--- src/rtl/shift_add_mult_ctrl.sv ---
// Sequential unsigned shift-and-add multiplier: one partial-product row per clock,
// with a start/busy/done handshake. Results match the combinational array multiplier.
module shift_add_mult_ctrl #(
    parameter int M_WIDTH = 2,
    parameter int Q_WIDTH = 3,
    localparam int SW = (Q_WIDTH > 1) ? $clog2(Q_WIDTH) : 1,
    localparam int PW = M_WIDTH + Q_WIDTH
) (
    input  logic               i_clk,
    input  logic               i_rst,
    input  logic               i_start,
    input  logic [M_WIDTH-1:0] i_m_in,
    input  logic [Q_WIDTH-1:0] i_q_in,
    output logic               o_busy,
    output logic               o_done,
    output logic [SW-1:0]      o_step,
    output logic [PW-1:0]      o_product
);

    typedef enum logic [1:0] {
        S_IDLE,
        S_RUN,
        S_DONE
    } state_t;

    localparam logic [SW-1:0] LAST_STEP = SW'(Q_WIDTH - 1);

    state_t             r_state;
    state_t             w_state_next;
    logic [M_WIDTH-1:0] r_m;
    logic [Q_WIDTH-1:0] r_q;
    logic [PW-1:0]      r_acc;
    logic [PW-1:0]      r_product;
    logic [SW-1:0]      r_step;
    logic               r_busy;
    logic               r_done;

    logic               w_last;
    logic [M_WIDTH-1:0] w_pp_row;
    logic [PW-1:0]      w_pp;
    logic [PW-1:0]      w_acc_next;

    assign w_last     = (r_step == LAST_STEP);
    assign w_pp_row   = r_m & {M_WIDTH{r_q[r_step]}};
    assign w_pp       = {{Q_WIDTH{1'b0}}, w_pp_row} << r_step;
    assign w_acc_next = r_acc + w_pp;

    always_ff @(posedge i_clk) begin
        if (i_rst) begin
            r_state <= S_IDLE;
        end else begin
            r_state <= w_state_next;
        end
    end

    always_comb begin
        w_state_next = r_state;
        case (r_state)
            S_IDLE:  if (i_start) w_state_next = S_RUN;
            S_RUN:   if (w_last)  w_state_next = S_DONE;
            S_DONE:  w_state_next = S_IDLE;
            default: w_state_next = S_IDLE;
        endcase
    end

    // busy/done come straight from flops loaded with the next-state decode,
    // so they stay aligned with the state register and cannot glitch.
    always_ff @(posedge i_clk) begin
        if (i_rst) begin
            r_busy <= 1'b0;
            r_done <= 1'b0;
        end else begin
            r_busy <= (w_state_next != S_IDLE);
            r_done <= (w_state_next == S_DONE);
        end
    end

    always_ff @(posedge i_clk) begin
        if (i_rst) begin
            r_m       <= '0;
            r_q       <= '0;
            r_acc     <= '0;
            r_product <= '0;
            r_step    <= '0;
        end else begin
            case (r_state)
                S_IDLE: begin
                    if (i_start) begin
                        r_m    <= i_m_in;
                        r_q    <= i_q_in;
                        r_acc  <= '0;
                        r_step <= '0;
                    end
                end
                S_RUN: begin
                    r_acc <= w_acc_next;
                    if (w_last) begin
                        r_product <= w_acc_next;
                        r_step    <= '0;
                    end else begin
                        r_step <= r_step + SW'(1);
                    end
                end
                default: begin
                    r_step <= '0;
                end
            endcase
        end
    end

    assign o_busy    = r_busy;
    assign o_done    = r_done;
    assign o_step    = r_step;
    assign o_product = r_product;

endmodule

--- config.mk ---
export PLATFORM = sky130hd
export DESIGN_NAME = shift_add_mult_ctrl
export DESIGN_NICKNAME = d
export VERILOG_FILES = /design/src/rtl/shift_add_mult_ctrl.sv
export SDC_FILE = /design/constraint.sdc
export NUM_CORES = 1
export LEC_CHECK = 0
export ABC_AREA = 1
export ABC_CLOCK_PERIOD_IN_PS = 4500
export BUFFER_PORTS_ARGS = -buffer_cell sky130_fd_sc_hd__buf_2
export CAP_MARGIN = 20
export CORE_AREA = 5 5 57 49
export CTS_BUF_LIST = sky130_fd_sc_hd__clkbuf_16
export DETAILED_ROUTE_END_ITERATION = 8
export DIE_AREA = 0 0 62 54
export PLACE_DENSITY_LB_ADDON = 0.2
export SETUP_SLACK_MARGIN = 0.2
export SKIP_LAST_GASP = 1
export SLEW_MARGIN = 20
export SYNTH_ARGS = -nofsm -noshare
export SYNTH_HDL_FRONTEND = slang
export SYNTH_SLANG_ARGS = --single-unit
export TNS_END_PERCENT = 50
--- constraint.sdc ---
create_clock -name i_clk -period 4.5 [get_ports i_clk]
set_input_delay 0.9 -clock i_clk [delete_from_list [all_inputs] [get_ports i_clk]]
set_output_delay 0.9 -clock i_clk [all_outputs]
set_load 0.1 [all_outputs]
* After elaboration in Yosys (flattened, before gate mapping)
Cells that the tools add are included.
** Word-level totals
- Input port bits :: 8
- Register bits after elaboration :: 21
- Output and inout bits :: 9
- Logic and storage cells :: 33
** Operators by class
- Shift operators :: 1
- Multiplexer cells :: 10
- $add $sub $neg :: 2
- Equality and inequality tests :: 4
- Reductions and logical operators :: 6
- Bitwise operators :: 1
- Magnitude comparators :: 1
** Operator list (count)
- case mux 5 bit (2 select lines) :: 1
- two-way mux 2 bit :: 4
- case mux 2 bit (2 select lines) :: 2
- AND reduction 2 bit :: 3
- adder 5 bit :: 1
- two-way mux 5 bit :: 1
- left shift 2 x 2 -> 5 bit :: 1
- == test 2 bit (second input constant) :: 2
- nonzero test 2 bit :: 2
- less-than comparator 2 x 3 -> 1 bit (second input constant) :: 1
- adder 2 x 1 -> 2 bit (second input constant) :: 1
- AND 2 bit :: 1
- binary-select mux 1 bit (select 2 bit) :: 1
- == test 2 x 1 -> 1 bit (second input constant) :: 1
- zero test 2 bit :: 1
- != test 2 bit (second input constant) :: 1
- two-way mux 1 bit :: 1

* Depth between registers and ports, before layout
- Depth in word-level cells :: 6
- Mapped depth :: 12
- Mapped depth without buffers :: 12

* Worst setup path after synthesis
Ideal clock, no wire load.
- Kind :: flip-flop to flip-flop
- Start point :: register r_step[0] (netlist: o_step[0])
- End point :: register r_acc[4]
- Cell stages (with the launch flop) :: 13
- Path slack :: 1.750 ns
- Buffers on the path :: 0
- Data arrival time :: 2.681 ns
- Required time :: 4.431 ns
- Cells stage by stage :: dfxtp_1 inv_1 nand3_1 nand3_1 nand2_1 nor3_1 ha_1 fa_1 nand3_1 nand3_1 nand2_1 nand3_1 a21oi_2
** Between the ends
- Word-level cells in the longest chain between the ends :: 6
** Ends and longest elaborated chain
- from (decl) :: line 34 : logic [SW-1:0] r_step;
- from (signal assigned) :: line 101 : r_step <= r_step + SW'(1);
- binary-select mux 1 bit (select 2 bit) :: line 44 : assign w_pp_row = r_m & {M_WIDTH{r_q[r_step]}};
- two-way mux 1 bit (not written as such) :: line 44
- AND 2 bit :: line 44
- left shift 2 x 2 -> 5 bit (*) :: line 45 : assign w_pp = {{Q_WIDTH{1'b0}}, w_pp_row} << r_step;
- adder 5 bit (*) :: line 46 : assign w_acc_next = r_acc + w_pp;
- case mux 5 bit (2 select lines) (*) :: line 86 : case (r_state)
- to (signal assigned) :: line 96 : r_acc <= w_acc_next;
- to (decl) :: line 32 : logic [PW-1:0] r_acc;
Mark *: on every way between the ends. The rest lies on a longest branch, timed or not. The select of a mux whose other input is x is not followed.
A chain may end at the register's enable or synchronous reset.

* Worst setup path after layout
Same ends and word-level chain as after synthesis.

==> metrics.txt <==
# TYPE chip_impl_metric gauge
chip_impl_info{name="status",value="completed"} 1
chip_impl_metric{name="setup-tns-final",unit="ps"} 0
chip_impl_metric{name="final_min_period_over_clock_period",unit="%"} 49.2
chip_impl_metric{name="post-cts-setup-buffer-count",unit=""} 0
chip_impl_metric{name="drt-vias-per-instance",unit=""} 5.14
chip_impl_metric{name="finalWorstPathRequiredPeriod",unit="ps"} 2220
chip_impl_metric{name="total_nets_after_synthesis",unit=""} 139
chip_impl_info{name="setup.worst_path.class",value="register to register"} 1
chip_impl_metric{name="postCtsResizedCells",unit=""} 0
chip_impl_metric{name="drive_above_1_share",unit="%"} 24.1
chip_impl_info{name="tritoncts",value="built"} 1
chip_impl_metric{name="finalWeightedCongestion",unit=""} 0.884
chip_impl_metric{name="fp.coreArea",unit="um2"} 2240
chip_impl_metric{name="path_max_fanout",unit=""} 8
chip_impl_metric{name="timing.final.hold_violations",unit=""} 0
chip_impl_metric{name="cts_buffers",unit=""} 3
chip_impl_info{name="startpoint_kind_of_the_worst_setup_timing_path",value="register"} 1
chip_impl_metric{name="timing.critical_path.slowest_cell_delay",unit="ps"} 490
chip_impl_metric{name="place.port_buffers",unit=""} 16
chip_impl_metric{name="cts_hold_buf",unit=""} 0
chip_impl_metric{name="num-nets-final",unit=""} 159
chip_impl_metric{name="critical_path_required",unit="ps"} 4700
chip_impl_metric{name="sinks_on_the_clock_net",unit=""} 21
chip_impl_metric{name="yosys_warns",unit=""} 0
chip_impl_metric{name="clk_pin_slew",unit="ps"} 60
chip_impl_info{name="worstSetupEndpointType",value="register"} 1
chip_impl_metric{name="postSynthRegisterBits",unit=""} 21
chip_impl_metric{name="leakagePower",unit="nW"} 0.549
chip_impl_metric{name="dieWidth",unit="um"} 62
chip_impl_info{name="timing.hold.worst.class",value="register to register"} 1
chip_impl_metric{name="grt_pass1_wl",unit="um"} 3660
chip_impl_info{name="grt_setup_unrepaired",value="no"} 1
chip_impl_info{name="worst_path_max_delay_cell",value="sky130_fd_sc_hd__dfxtp_1"} 1
chip_impl_info{name="critPathTopFamily",value="simple AND/OR/NAND/NOR gates"} 1
chip_impl_metric{name="synth_sequential_area_ratio",unit="%"} 41.3
chip_impl_metric{name="syn_area",unit="um2"} 1020
chip_impl_metric{name="route.vias.total",unit=""} 884
chip_impl_metric{name="synth-simple-area-share",unit="%"} 35.7
chip_impl_metric{name="grt_overflow_total",unit=""} 0
chip_impl_metric{name="number_of_rows_created_at_floorplan",unit=""} 16
chip_impl_metric{name="floorplan.io_pins",unit=""} 17
chip_impl_metric{name="synthXorXnorAreaFrac",unit="%"} 0.861
chip_impl_metric{name="final.hold.worst_slack",unit="ps"} 470
chip_impl_metric{name="start_util",unit="%"} 45.4
chip_impl_metric{name="antenna_violations_before_repair",unit=""} 0
chip_impl_metric{name="clock_skew",unit="ps"} 4.13
chip_impl_metric{name="area_delta_synth_final",unit="%"} 18.9
chip_impl_metric{name="largest_net_degree_at_the_start_of_global_routing",unit=""} 14
chip_impl_metric{name="chipHeight",unit="um"} 54
chip_impl_metric{name="max_slew_margin",unit="%"} 67.7
chip_impl_metric{name="power_density",unit="nW/um2"} 368
chip_impl_metric{name="worst-endpoint-arrival",unit="ps"} 2410
chip_impl_info{name="layout.cells.most_common_list",value="sky130_fd_sc_hd__nand3_1 (23), sky130_fd_sc_hd__nand2_1 (21), sky130_fd_sc_hd__dfxtp_1 (21)"} 1
chip_impl_metric{name="muxShareOfSynthArea",unit="%"} 0
chip_impl_metric{name="antenna_diode_count",unit=""} 0
chip_impl_info{name="timing.critical_path.mode_cell",value="sky130_fd_sc_hd__nand3_1"} 1
chip_impl_metric{name="post_synth_num_cell_types",unit=""} 21
chip_impl_metric{name="clock_insertion_delay_worst_skew",unit="ps"} 260
chip_impl_metric{name="cap_violations",unit=""} 0
chip_impl_metric{name="dr.pass1.iters",unit=""} 4
chip_impl_metric{name="buffering_stage_count_on_the_worst_path_with_inverters_included",unit=""} 1
chip_impl_metric{name="tightestPinTransition",unit="ps"} 489
chip_impl_metric{name="drt_iter0_markers",unit=""} 19
chip_impl_metric{name="synth_compound_gate_area_share",unit="%"} 10.3
chip_impl_metric{name="timing.fmax",unit="MHz"} 451
chip_impl_metric{name="report.final.setup_viol",unit=""} 0
chip_impl_metric{name="cts_max_level",unit=""} 1
chip_impl_metric{name="route.detailed.drc",unit=""} 0
chip_impl_metric{name="adder_cell_area_share_of_the_yosys_netlist",unit="%"} 6.89
chip_impl_info{name="root_cell_of_the_clock_tree",value="sky130_fd_sc_hd__clkbuf_16"} 1
chip_impl_metric{name="syn_inst",unit=""} 126
chip_impl_metric{name="ir_drop",unit="uV"} 369
chip_impl_info{name="dominant_combinational_cell_family_by_area_after_synthesis",value="simple AND/OR/NAND/NOR gates"} 1
chip_impl_metric{name="finalWirelength",unit="um"} 2140
chip_impl_metric{name="detailedPlacementHpwl",unit="um"} 1600
chip_impl_info{name="crit_path_cell_trace",value="inv_1, nand3_1, nand3_1, nand2_1, nor3_1, ha_1, fa_1, nand3_1, nand3_1, nand2_1, nand3_1, a21oi_2"} 1
chip_impl_metric{name="clk_path_buf_depth",unit=""} 2
chip_impl_info{name="final_common_cell",value="sky130_fd_sc_hd__nand3_1"} 1
chip_impl_metric{name="avgSynthCellArea",unit="um2"} 8.07
chip_impl_metric{name="first_global_vias",unit=""} 811
chip_impl_metric{name="overall_die_area",unit="um2"} 3350
chip_impl_metric{name="route.antenna.remaining_nets",unit=""} 0
chip_impl_metric{name="track_usage",unit="%"} 15.1
chip_impl_metric{name="wire_per_inst",unit="um"} 12.5
chip_impl_metric{name="number_of_pins_exceeding_their_max_slew_limit_in_the_final_report",unit=""} 0
[final timing paths]
kind	start	endpoint	slack, ps	depth (start not counted)
worst max-delay path	o_step[0]	r_acc[4]	2280	12
worst min-delay path	o_product[0]	o_product[0]	470	2
worst max register to register	o_step[0]	r_acc[4]	2280	12
worst min register to register	o_product[0]	o_product[0]	470	2
[synthesized netlist by cell type]
| cell | number | share of area [%] |
|---|---|---|
| sky130_fd_sc_hd__nand2_4 | 2 | 2.2 |
| sky130_fd_sc_hd__nor2_2 | 1 | 0.62 |
| sky130_fd_sc_hd__a21oi_2 | 2 | 1.7 |
| sky130_fd_sc_hd__nor2_8 | 2 | 3.9 |
| sky130_fd_sc_hd__ha_1 | 4 | 4.9 |
| sky130_fd_sc_hd__nand3_1 | 23 | 11 |
| sky130_fd_sc_hd__a21oi_1 | 10 | 4.9 |
| sky130_fd_sc_hd__nand2_2 | 2 | 1.2 |
| sky130_fd_sc_hd__o21a_1 | 1 | 0.74 |
| sky130_fd_sc_hd__nand2_1 | 21 | 7.7 |
| sky130_fd_sc_hd__nor2_4 | 3 | 3.3 |
| sky130_fd_sc_hd__inv_2 | 2 | 0.74 |
| sky130_fd_sc_hd__nor2_1 | 13 | 4.8 |
| sky130_fd_sc_hd__dfxtp_1 | 21 | 41 |
| sky130_fd_sc_hd__o21ai_0 | 6 | 3.0 |
| sky130_fd_sc_hd__inv_1 | 8 | 3.0 |
| sky130_fd_sc_hd__fa_1 | 1 | 2.0 |
| sky130_fd_sc_hd__xor2_1 | 1 | 0.86 |
| sky130_fd_sc_hd__inv_6 | 1 | 0.86 |
| sky130_fd_sc_hd__nor3_1 | 1 | 0.49 |
| sky130_fd_sc_hd__buf_1 | 1 | 0.37 |
[per-stage QoR]
step / setup slack, ps / std cells / area, um2 / power [mW] / utilization, %
floorplan: 1750 / 126 / 1020 / 0.245 / -
global placement: 2460 / 168 / 1130 / 0.257 / 50.3
detailed placement: 2320 / 168 / 1130 / 0.258 / 50.3
CTS: 2300 / 172 / 1210 / 0.448 / 54.0
global route: 2080 / 172 / 1210 / 0.464 / 54.0
finish: 2280 / 172 / 1210 / 0.446 / 54.0
[metal layers]
metal  track usage (%)  wire length [um]  up-vias
li1                  -                 -      458
met5                 0                 0        -
met4              3.18                 8        0
met1              20.7              1060      400
met3              5.28               132        2
met2              22.8               940       24
[registers in the layout, indices dropped and copies added (netlist names)]
| signal | count |
|---|---|
| r_q | 3 |
| o_done | 1 |
| o_product | 5 |
| o_step | 2 |
| r_m | 2 |
| o_busy | 1 |
| r_state | 2 |
| r_acc | 5 |
[power breakdown]
part           internal [mW]  switching, mW
Sequential             0.193        0.00579
Clock                  0.120         0.0716
Combinational         0.0148         0.0403
Total                  0.328          0.118
[tightest hold or removal path, cell delays in order (launching register included)]
cell	delay (ps)
sky130_fd_sc_hd__dfxtp_1	310
sky130_fd_sc_hd__nand3_1	70
sky130_fd_sc_hd__nand2_1	50
[kinds of logic (layout without fill, tap and decap cells)]
group,after synthesis,count (layout)
AND/OR/NAND/NOR,68,68
buffers and inverters,12,31
flip-flops,21,21
XOR/XNOR,1,1
adder cells (fa/ha/maj),5,5
AO/OA/AOI/OAI,19,19
[area by class of cell]
type	instances	area, um2
Clock inverter	1	7.51
Sequential cell	21	420
Inverter	11	46.3
Fill cell	215	1030
Tap cell	27	33.8
Clock buffer	3	75.1
Multi-Input combinational cell	93	547
Timing Repair Buffer	16	80.1
Note: power is estimated with default switching activity, not from simulation.
